<file path="src/rtl/mem_stage_if.sv">
// mem_stage_if: execute-side handshake, data-bus request/response and
// writeback-side signals of the memory stage, bundled into one interface.
// With MEM_LOAD_EXT_EN defined the bundle also carries in_unsigned.
interface mem_stage_if #(
  parameter int XLEN    = 64,
  parameter int REGADDR = 5
);
  logic               in_valid;
  logic               in_ready;
  logic [XLEN-1:0]    in_result;
  logic [XLEN-1:0]    in_wdata;
  logic               in_memread;
  logic               in_memwrite;
  logic [1:0]         in_msize;
  logic [REGADDR-1:0] in_dst;
  logic               in_regwrite;
`ifdef MEM_LOAD_EXT_EN
  logic               in_unsigned;
`endif

  logic               dreq_valid;
  logic [XLEN-1:0]    dreq_addr;
  logic [1:0]         dreq_size;
  logic [7:0]         dreq_strobe;
  logic [XLEN-1:0]    dreq_data;
  logic               dresp_data_ok;
  logic [XLEN-1:0]    dresp_data;

  logic               out_valid;
  logic               out_ready;
  logic [XLEN-1:0]    out_result;
  logic [REGADDR-1:0] out_dst;
  logic               out_regwrite;
  logic               out_misalign;

  // Stage side.
  modport slave (
`ifdef MEM_LOAD_EXT_EN
    input  in_unsigned,
`endif
    input  in_valid, output in_ready, input in_result, input in_wdata,
    input  in_memread, input in_memwrite, input in_msize, input in_dst,
    input  in_regwrite,
    output dreq_valid, output dreq_addr, output dreq_size, output dreq_strobe,
    output dreq_data, input dresp_data_ok, input dresp_data,
    output out_valid, input out_ready, output out_result, output out_dst,
    output out_regwrite, output out_misalign
  );

  // Environment side: execute stage, data bus and writeback stage.
  modport master (
`ifdef MEM_LOAD_EXT_EN
    output in_unsigned,
`endif
    output in_valid, input in_ready, output in_result, output in_wdata,
    output in_memread, output in_memwrite, output in_msize, output in_dst,
    output in_regwrite,
    input  dreq_valid, input dreq_addr, input dreq_size, input dreq_strobe,
    input  dreq_data, output dresp_data_ok, output dresp_data,
    input  out_valid, output out_ready, input out_result, input out_dst,
    input  out_regwrite, input out_misalign
  );
endinterface

</file>
<file path="src/rtl/mem_stage.sv">
// mem_stage: memory-access stage between execute and writeback. Holds one
// instruction, issues a single load/store on the data bus and presents the
// writeback record once the bus answers.
// Optional feature macro MEM_LOAD_EXT_EN: loads extract the addressed lane
// and sign-extend (or zero-extend with in_unsigned) to XLEN.
//
// state | meaning
// IDLE  | in_ready=1, waiting for an execute record
// BUS   | request on the data bus, waiting for dresp_data_ok
// DONE  | writeback record valid, waiting for out_ready
module mem_stage #(
  parameter int XLEN    = 64,
  parameter int REGADDR = 5
) (
  input  logic       clk,
  input  logic       reset,
  mem_stage_if.slave io
);

  typedef enum logic [1:0] {IDLE, BUS, DONE} stateT;

  stateT              state;
  logic               isLoad;
  logic [REGADDR-1:0] dstQ;
  logic               regwriteQ;
`ifdef MEM_LOAD_EXT_EN
  logic               unsignedQ;
  logic [XLEN-1:0]    lane;
`endif

  logic               isMem;
  logic               misaligned;
  logic [2:0]         alignMask;
  logic [7:0]         laneMask;
  logic [7:0]         storeStrobe;
  logic [XLEN-1:0]    storeData;
  logic [XLEN-1:0]    loadValue;

  // Decode the incoming record: alignment, byte lanes and aligned store data.
  always_comb begin
    isMem = io.in_memread || io.in_memwrite;
    case (io.in_msize)
      2'd0:    begin laneMask = 8'h01; alignMask = 3'b000; end
      2'd1:    begin laneMask = 8'h03; alignMask = 3'b001; end
      2'd2:    begin laneMask = 8'h0F; alignMask = 3'b011; end
      default: begin laneMask = 8'hFF; alignMask = 3'b111; end
    endcase
    misaligned  = isMem && ((io.in_result[2:0] & alignMask) != 3'b000);
    storeStrobe = laneMask << io.in_result[2:0];
    storeData   = io.in_wdata << {io.in_result[2:0], 3'b000};
  end

  // Shape the returned load data; request address/size are still held here.
  always_comb begin
`ifdef MEM_LOAD_EXT_EN
    lane = io.dresp_data >> {io.dreq_addr[2:0], 3'b000};
    case (io.dreq_size)
      2'd0:    loadValue = {{(XLEN-8){lane[7] & ~unsignedQ}}, lane[7:0]};
      2'd1:    loadValue = {{(XLEN-16){lane[15] & ~unsignedQ}}, lane[15:0]};
      2'd2:    loadValue = {{(XLEN-32){lane[31] & ~unsignedQ}}, lane[31:0]};
      default: loadValue = lane;
    endcase
`else
    loadValue = io.dresp_data;
`endif
  end

  // Stage FSM with registered handshake, bus and writeback outputs.
  always_ff @(posedge clk) begin
    if (reset) begin
      state           <= IDLE;
      isLoad          <= 1'b0;
      dstQ            <= '0;
      regwriteQ       <= 1'b0;
`ifdef MEM_LOAD_EXT_EN
      unsignedQ       <= 1'b0;
`endif
      io.in_ready     <= 1'b1;
      io.dreq_valid   <= 1'b0;
      io.dreq_addr    <= '0;
      io.dreq_size    <= 2'd0;
      io.dreq_strobe  <= 8'h00;
      io.dreq_data    <= '0;
      io.out_valid    <= 1'b0;
      io.out_result   <= '0;
      io.out_dst      <= '0;
      io.out_regwrite <= 1'b0;
      io.out_misalign <= 1'b0;
    end else begin
      case (state)
        IDLE: begin
          if (io.in_valid) begin
            io.in_ready <= 1'b0;
            // Both memread and memwrite set is treated as a store.
            isLoad      <= io.in_memread && !io.in_memwrite;
            dstQ        <= io.in_dst;
            regwriteQ   <= io.in_regwrite;
`ifdef MEM_LOAD_EXT_EN
            unsignedQ   <= io.in_unsigned;
`endif
            if (!isMem || misaligned) begin
              io.out_valid    <= 1'b1;
              io.out_result   <= io.in_result;
              io.out_dst      <= io.in_dst;
              io.out_regwrite <= io.in_regwrite && !misaligned;
              io.out_misalign <= misaligned;
              state           <= DONE;
            end else begin
              io.dreq_valid  <= 1'b1;
              io.dreq_addr   <= io.in_result;
              io.dreq_size   <= io.in_msize;
              io.dreq_strobe <= io.in_memwrite ? storeStrobe : 8'h00;
              io.dreq_data   <= io.in_memwrite ? storeData : '0;
              state          <= BUS;
            end
          end
        end
        BUS: begin
          if (io.dresp_data_ok) begin
            io.dreq_valid   <= 1'b0;
            io.dreq_strobe  <= 8'h00;
            io.dreq_data    <= '0;
            // dreq_addr still holds the ALU result for the store passthrough.
            io.out_result   <= isLoad ? loadValue : io.dreq_addr;
            io.out_valid    <= 1'b1;
            io.out_dst      <= dstQ;
            io.out_regwrite <= regwriteQ;
            io.out_misalign <= 1'b0;
            state           <= DONE;
          end
        end
        DONE: begin
          if (io.out_ready) begin
            io.out_valid <= 1'b0;
            io.in_ready  <= 1'b1;
            state        <= IDLE;
          end
        end
        default: state <= IDLE;
      endcase
    end
  end

endmodule

</file>
<file path="src/flat_wrapper.sv">
// flat-port wrapper written by rule: the top's interface ports become plain ports
module mem_stage_flat 
#(
  parameter int XLEN    = 64,
  parameter int REGADDR = 5
)
  (clk, reset, io_in_valid, io_in_ready, io_in_result, io_in_wdata, io_in_memread, io_in_memwrite, io_in_msize, io_in_dst, io_in_regwrite, io_dreq_valid, io_dreq_addr, io_dreq_size, io_dreq_strobe, io_dreq_data, io_dresp_data_ok, io_dresp_data, io_out_valid, io_out_ready, io_out_result, io_out_dst, io_out_regwrite, io_out_misalign);
  mem_stage_if #(.XLEN(XLEN), .REGADDR(REGADDR)) io_i ();
  input  logic clk;
  input  logic reset;
  input wire logic [$bits(io_i.in_valid)-1:0] io_in_valid;
  output wire logic [$bits(io_i.in_ready)-1:0] io_in_ready;
  input wire logic [$bits(io_i.in_result)-1:0] io_in_result;
  input wire logic [$bits(io_i.in_wdata)-1:0] io_in_wdata;
  input wire logic [$bits(io_i.in_memread)-1:0] io_in_memread;
  input wire logic [$bits(io_i.in_memwrite)-1:0] io_in_memwrite;
  input wire logic [$bits(io_i.in_msize)-1:0] io_in_msize;
  input wire logic [$bits(io_i.in_dst)-1:0] io_in_dst;
  input wire logic [$bits(io_i.in_regwrite)-1:0] io_in_regwrite;
  output wire logic [$bits(io_i.dreq_valid)-1:0] io_dreq_valid;
  output wire logic [$bits(io_i.dreq_addr)-1:0] io_dreq_addr;
  output wire logic [$bits(io_i.dreq_size)-1:0] io_dreq_size;
  output wire logic [$bits(io_i.dreq_strobe)-1:0] io_dreq_strobe;
  output wire logic [$bits(io_i.dreq_data)-1:0] io_dreq_data;
  input wire logic [$bits(io_i.dresp_data_ok)-1:0] io_dresp_data_ok;
  input wire logic [$bits(io_i.dresp_data)-1:0] io_dresp_data;
  output wire logic [$bits(io_i.out_valid)-1:0] io_out_valid;
  input wire logic [$bits(io_i.out_ready)-1:0] io_out_ready;
  output wire logic [$bits(io_i.out_result)-1:0] io_out_result;
  output wire logic [$bits(io_i.out_dst)-1:0] io_out_dst;
  output wire logic [$bits(io_i.out_regwrite)-1:0] io_out_regwrite;
  output wire logic [$bits(io_i.out_misalign)-1:0] io_out_misalign;
  assign io_i.in_valid = io_in_valid;
  assign io_in_ready = io_i.in_ready;
  assign io_i.in_result = io_in_result;
  assign io_i.in_wdata = io_in_wdata;
  assign io_i.in_memread = io_in_memread;
  assign io_i.in_memwrite = io_in_memwrite;
  assign io_i.in_msize = io_in_msize;
  assign io_i.in_dst = io_in_dst;
  assign io_i.in_regwrite = io_in_regwrite;
  assign io_dreq_valid = io_i.dreq_valid;
  assign io_dreq_addr = io_i.dreq_addr;
  assign io_dreq_size = io_i.dreq_size;
  assign io_dreq_strobe = io_i.dreq_strobe;
  assign io_dreq_data = io_i.dreq_data;
  assign io_i.dresp_data_ok = io_dresp_data_ok;
  assign io_i.dresp_data = io_dresp_data;
  assign io_out_valid = io_i.out_valid;
  assign io_i.out_ready = io_out_ready;
  assign io_out_result = io_i.out_result;
  assign io_out_dst = io_i.out_dst;
  assign io_out_regwrite = io_i.out_regwrite;
  assign io_out_misalign = io_i.out_misalign;
  mem_stage #(.XLEN(XLEN), .REGADDR(REGADDR)) u_core (.clk(clk), .reset(reset), .io(io_i));
endmodule
</file>
<file path="config.mk">
export PLATFORM = sky130hd
export DESIGN_NAME = mem_stage_flat
export DESIGN_NICKNAME = d
export VERILOG_FILES = /design/src/rtl/mem_stage_if.sv /design/src/rtl/mem_stage.sv /design/src/flat_wrapper.sv
export SDC_FILE = /design/constraint.sdc
export NUM_CORES = 1
export LEC_CHECK = 0
export CORE_AREA = 3 3 160 162
export CTS_CLUSTER_DIAMETER = 120
export DETAILED_ROUTE_END_ITERATION = 7
export DIE_AREA = 0 0 163 165
export GPL_TIMING_DRIVEN = 0
export PLACE_DENSITY = 0.81
export SLEW_MARGIN = 20
export SYNTH_ARGS = -nofsm -noshare
export SYNTH_HDL_FRONTEND = slang
export SYNTH_SLANG_ARGS = --single-unit
</file>
<file path="constraint.sdc">
create_clock -name clk -period 3.7 [get_ports clk]
set_input_delay 0.555 -clock clk [delete_from_list [all_inputs] [get_ports clk]]
set_output_delay 0.555 -clock clk [all_outputs]
set_load 0.01 [all_outputs]
</file>
==> reports/metrics.csv <==
stage;metric;value;unit
placement;post_dp_hpwl;34600;um
global_route;antenna_found_initial;6;
hold_path;min_delay_startpoint;u_core.dstQ[4]$_SDFFE_PP0P_;
synth;synth_sequential_area_ratio;0.404;
detailed_routing;wirelength_routed;45700;um
detailed_routing;drc;0;
detailed_routing;postRouteAntennaNets;0;
clock_tree;cts_resized;0;
floorplan;start_util;0.451;
floorplan;floorplan.rows;57;
worst_setup_path;critical_path_required;4.16;ns
worst_setup_path;regToRegStartpoint;u_core.state[0]$_SDFFE_PP0P_;
detailed_routing;drt_first_pass_iters;8;
synth;total_of_warnings_raised_by_yosys;0;
sta;totalNegativeSetupSlack;0;ns
sta;period_minus_slack;2.89;ns
hold_path;holdPathStages;2;
global_route;grt_usage;0.319;
clock_tree;number_of_buffers_added_for_setup_after_cts;0;
flow_run;cap_violations;0;
sta;postLayoutSetupSlackWorst;0.806;ns
clock_tree;htree_num_levels;1;
global_route;gr-total-overflow;0;
final_layout;top_library_cells_by_usage_in_the_layout_fill_and_taps_aside;sky130_fd_sc_hd__clkdlybuf4s50_1 (416), sky130_fd_sc_hd__dfxtp_1 (221), sky130_fd_sc_hd__nand2_1 (167);
clock_tree;cts_inserted_buffers;25;
placement;place.detailed.instances;1921;
pwr;peakVddDrop;289;uV
clock_tree;worst_skew_pair.late_latency;0.52;ns
final_layout;final_cells;1970;
worst_setup_path;worst-path-max-fanout;10;
run_status;status;completed;
synth;synth.cell_area;10900;um2
synth;netlist-cell-type-count;47;
clock_tree;post_cts_clock_slew_at_the_launch_and_capture_registers_of_the_worst_setup_and_hold_paths;0.06;ns
final_layout;n_fill_cell;1930;
clock_tree;ctsHoldBuffers;0;
sta;timing.final.max_slew_violations;0;
final_layout;multi_input_area;6010;um2
pwr;power_density;401;nW/um2
sta;worst-slew-pin-transition;1.14;ns
floorplan;die_area;26900;um2
detailed_routing;detailedRoute.firstIterationViolations;1052;
global_route;first_global_vias;11326;
sta;grt_setup_unrepaired;no;
floorplan;dieWidth;163;um
sta;finalHoldViolCount;0;
hold_path;min_path_type;flop to flop;
placement;gpl.final_weighted_congestion;0.955;
synth;number_of_cells_produced_by_synthesis;1181;
final_layout;area.sequential;4420;um2
placement;place_ws;0.302;ns
worst_setup_path;rrSetupSlack;1.04;ns
floorplan;die_h;165;um
synth;avgSynthCellArea;9.26;um2
final_layout;finish.net_count;1831;
sta;finalSetupViolCount;0;
detailed_routing;route.detailed.vias_per_inst;5.88;
global_route;grtUsageMet1;0.401;
hold_path;min_delay_worst_endpoint;u_core.dstQ[4]$_SDFFE_PP0P_;
final_layout;area.growth.synth_to_final;49.6;%
detailed_routing;num_vias;11580;
floorplan;io_pins;419;
synth;synth_fp_nets;1388;
global_route;grt_start_max_net_pins;14;
clock_tree;cts-root-to-sink-buffers;3;
clock_tree;numClockSinks;221;
placement;numPortBuffers;416;
sta;maxSlewHeadroom;0.237;
synth;yosys_register_bits;221;
floorplan;coreArea;24200;um2
worst_setup_path;r2r_end;u_core.io.dreq_addr[54]$_SDFFE_PP0P_;
worst_setup_path;setup.worst_path.start_class;input pin;
sta;timing.clock.skew;0.0123;ns
worst_setup_path;criticalPathCategory;input pin to flop;
clock_tree;root_buffer;sky130_fd_sc_hd__clkbuf_16;
global_route;grt_pass1_wl;66900;um
global_route;grt_use_met2;0.526;
clock_tree;cts_tree;built;
detailed_routing;wire_per_inst;23.2;um
global_route;grt_util_met3;0.0685;
final_layout;final_layout_size_suffix_gt1_frac;0.135;
worst_setup_path;reg2regPathDepth;7;
worst_setup_path;endpoint_kind;flop;
worst_setup_path;arrival;3.35;ns
sta;period_share;0.782;
pwr;leakagePower;0.00590;uW
final_layout;final_core_util;0.675;
sta;timing.fmax;346;MHz
global_route;grt.busiest_layer;met2;
final_layout;mostFrequentLayoutCell;sky130_fd_sc_hd__clkdlybuf4s50_1;
## worst max-delay path by stage
| stage | startpoint | to | slack, ns | depth (start not counted) |
|---|---|---|---|---|
| floorplan | io_in_result[1] | u_core.io.dreq_data[46]$_SDFFE_PP0P_ | 1.60 | 6 |
| global placement | io_in_msize[0] | u_core.io.dreq_addr[50]$_SDFFE_PP0P_ | 0.31 | 8 |
| detailed placement | io_in_msize[0] | u_core.io.dreq_addr[54]$_SDFFE_PP0P_ | 0.30 | 8 |
| CTS | io_in_msize[0] | u_core.io.dreq_addr[47]$_SDFFE_PP0P_ | 0.84 | 8 |
| global route | io_in_msize[0] | u_core.io.dreq_addr[62]$_SDFFE_PP0P_ | 0.63 | 8 |
| finish | io_in_result[0] | u_core.io.dreq_data[19]$_SDFFE_PP0P_ | 0.81 | 6 |
## sequential cells by signal, indices dropped and copies added (netlist names)
name,cells
u_core.io.dreq_valid,1
u_core.io.dreq_strobe,8
u_core.io.dreq_size,2
u_core.io.out_regwrite,1
u_core.dstQ,5
u_core.io.out_valid,1
u_core.io.dreq_data,64
u_core.io.out_misalign,1
u_core.regwriteQ,1
u_core.io.out_dst,5
u_core.state,2
u_core.io.in_ready,1
u_core.isLoad,1
u_core.io.out_result,64
u_core.io.dreq_addr,64
## cell usage after synthesis (all sizes together)
master,number,share of area
a2111oi,4,0.0056
inv,4,0.0014
o31ai,1,0.0011
a22oi,1,0.00069
o21bai,1,0.00069
o21a,2,0.0014
clkbuf,76,0.026
a211oi,7,0.0048
a21o,4,0.0027
nand2b,3,0.0017
mux4,23,0.047
dfxtp,221,0.40
a31oi,1,0.00057
buf,39,0.019
nand3,66,0.030
o21ai,77,0.035
o2bb2ai,42,0.034
and2,1,0.00057
nand2,167,0.057
clkinv,1,0.00034
a22o,34,0.027
a211o,8,0.0064
or3,1,0.00057
o22ai,1,0.00057
nand3b,1,0.00069
nor2b,11,0.0063
a32o,3,0.0027
nor3,3,0.0014
or2,4,0.0023
nor2,11,0.0038
nand4,1,0.00057
a221oi,1,0.00080
mux2i,68,0.062
a21oi,155,0.071
mux2,124,0.13
a311oi,1,0.00080
or3b,1,0.00080
o2111ai,2,0.0016
a32oi,8,0.0064
nor3b,2,0.0018
## logic make-up after synthesis
group,after synthesis,synth area share
compound gates,353,0.204
buf+inv,120,0.0465
flops,221,0.404
mux,215,0.237
simple gates,272,0.108
## power breakdown
group,switching [uW],internal [uW]
combinational,731,704
clock,1010,1540
sequential,75.2,2500
## metrics by stage
step | hold slack, ns | instance area, um2 | total power (uW)
after global placement | 0.437 | 15500 | 4000
after floorplan | 0.436 | 10900 | 3290
final | 0.459 | 16400 | 6570
after detailed placement | 0.444 | 15500 | 4030
after CTS | 0.457 | 16400 | 6570
after global routing | 0.471 | 16400 | 6780
## cell type report
class | instances | share of cell area
multi-input combinational | 840 | 0.367
sequential | 221 | 0.270
timing repair buffer | 416 | 0.254
clock buffer | 38 | 0.0461
buffer | 115 | 0.0300
tap | 324 | 0.0248
clock inverter | 6 | 0.00535
inverter | 5 | 0.00115
antenna | 5 | 0.000764
## critical path, stage by stage
cell                              delay [ns]
sky130_fd_sc_hd__clkdlybuf4s50_1        0.64
sky130_fd_sc_hd__o21a_1                 0.35
sky130_fd_sc_hd__a2111oi_1              0.12
sky130_fd_sc_hd__o31ai_2                0.72
sky130_fd_sc_hd__clkbuf_1               0.69
sky130_fd_sc_hd__a22o_1                 0.26
## metal layers
layer | vias up | routed length (um)
met5 | - | 13
met4 | 2 | 2150
met3 | 124 | 3850
met2 | 642 | 21800
met1 | 5592 | 17900
li1 | 5220 | -
Power figures use the tool's default switching activity.
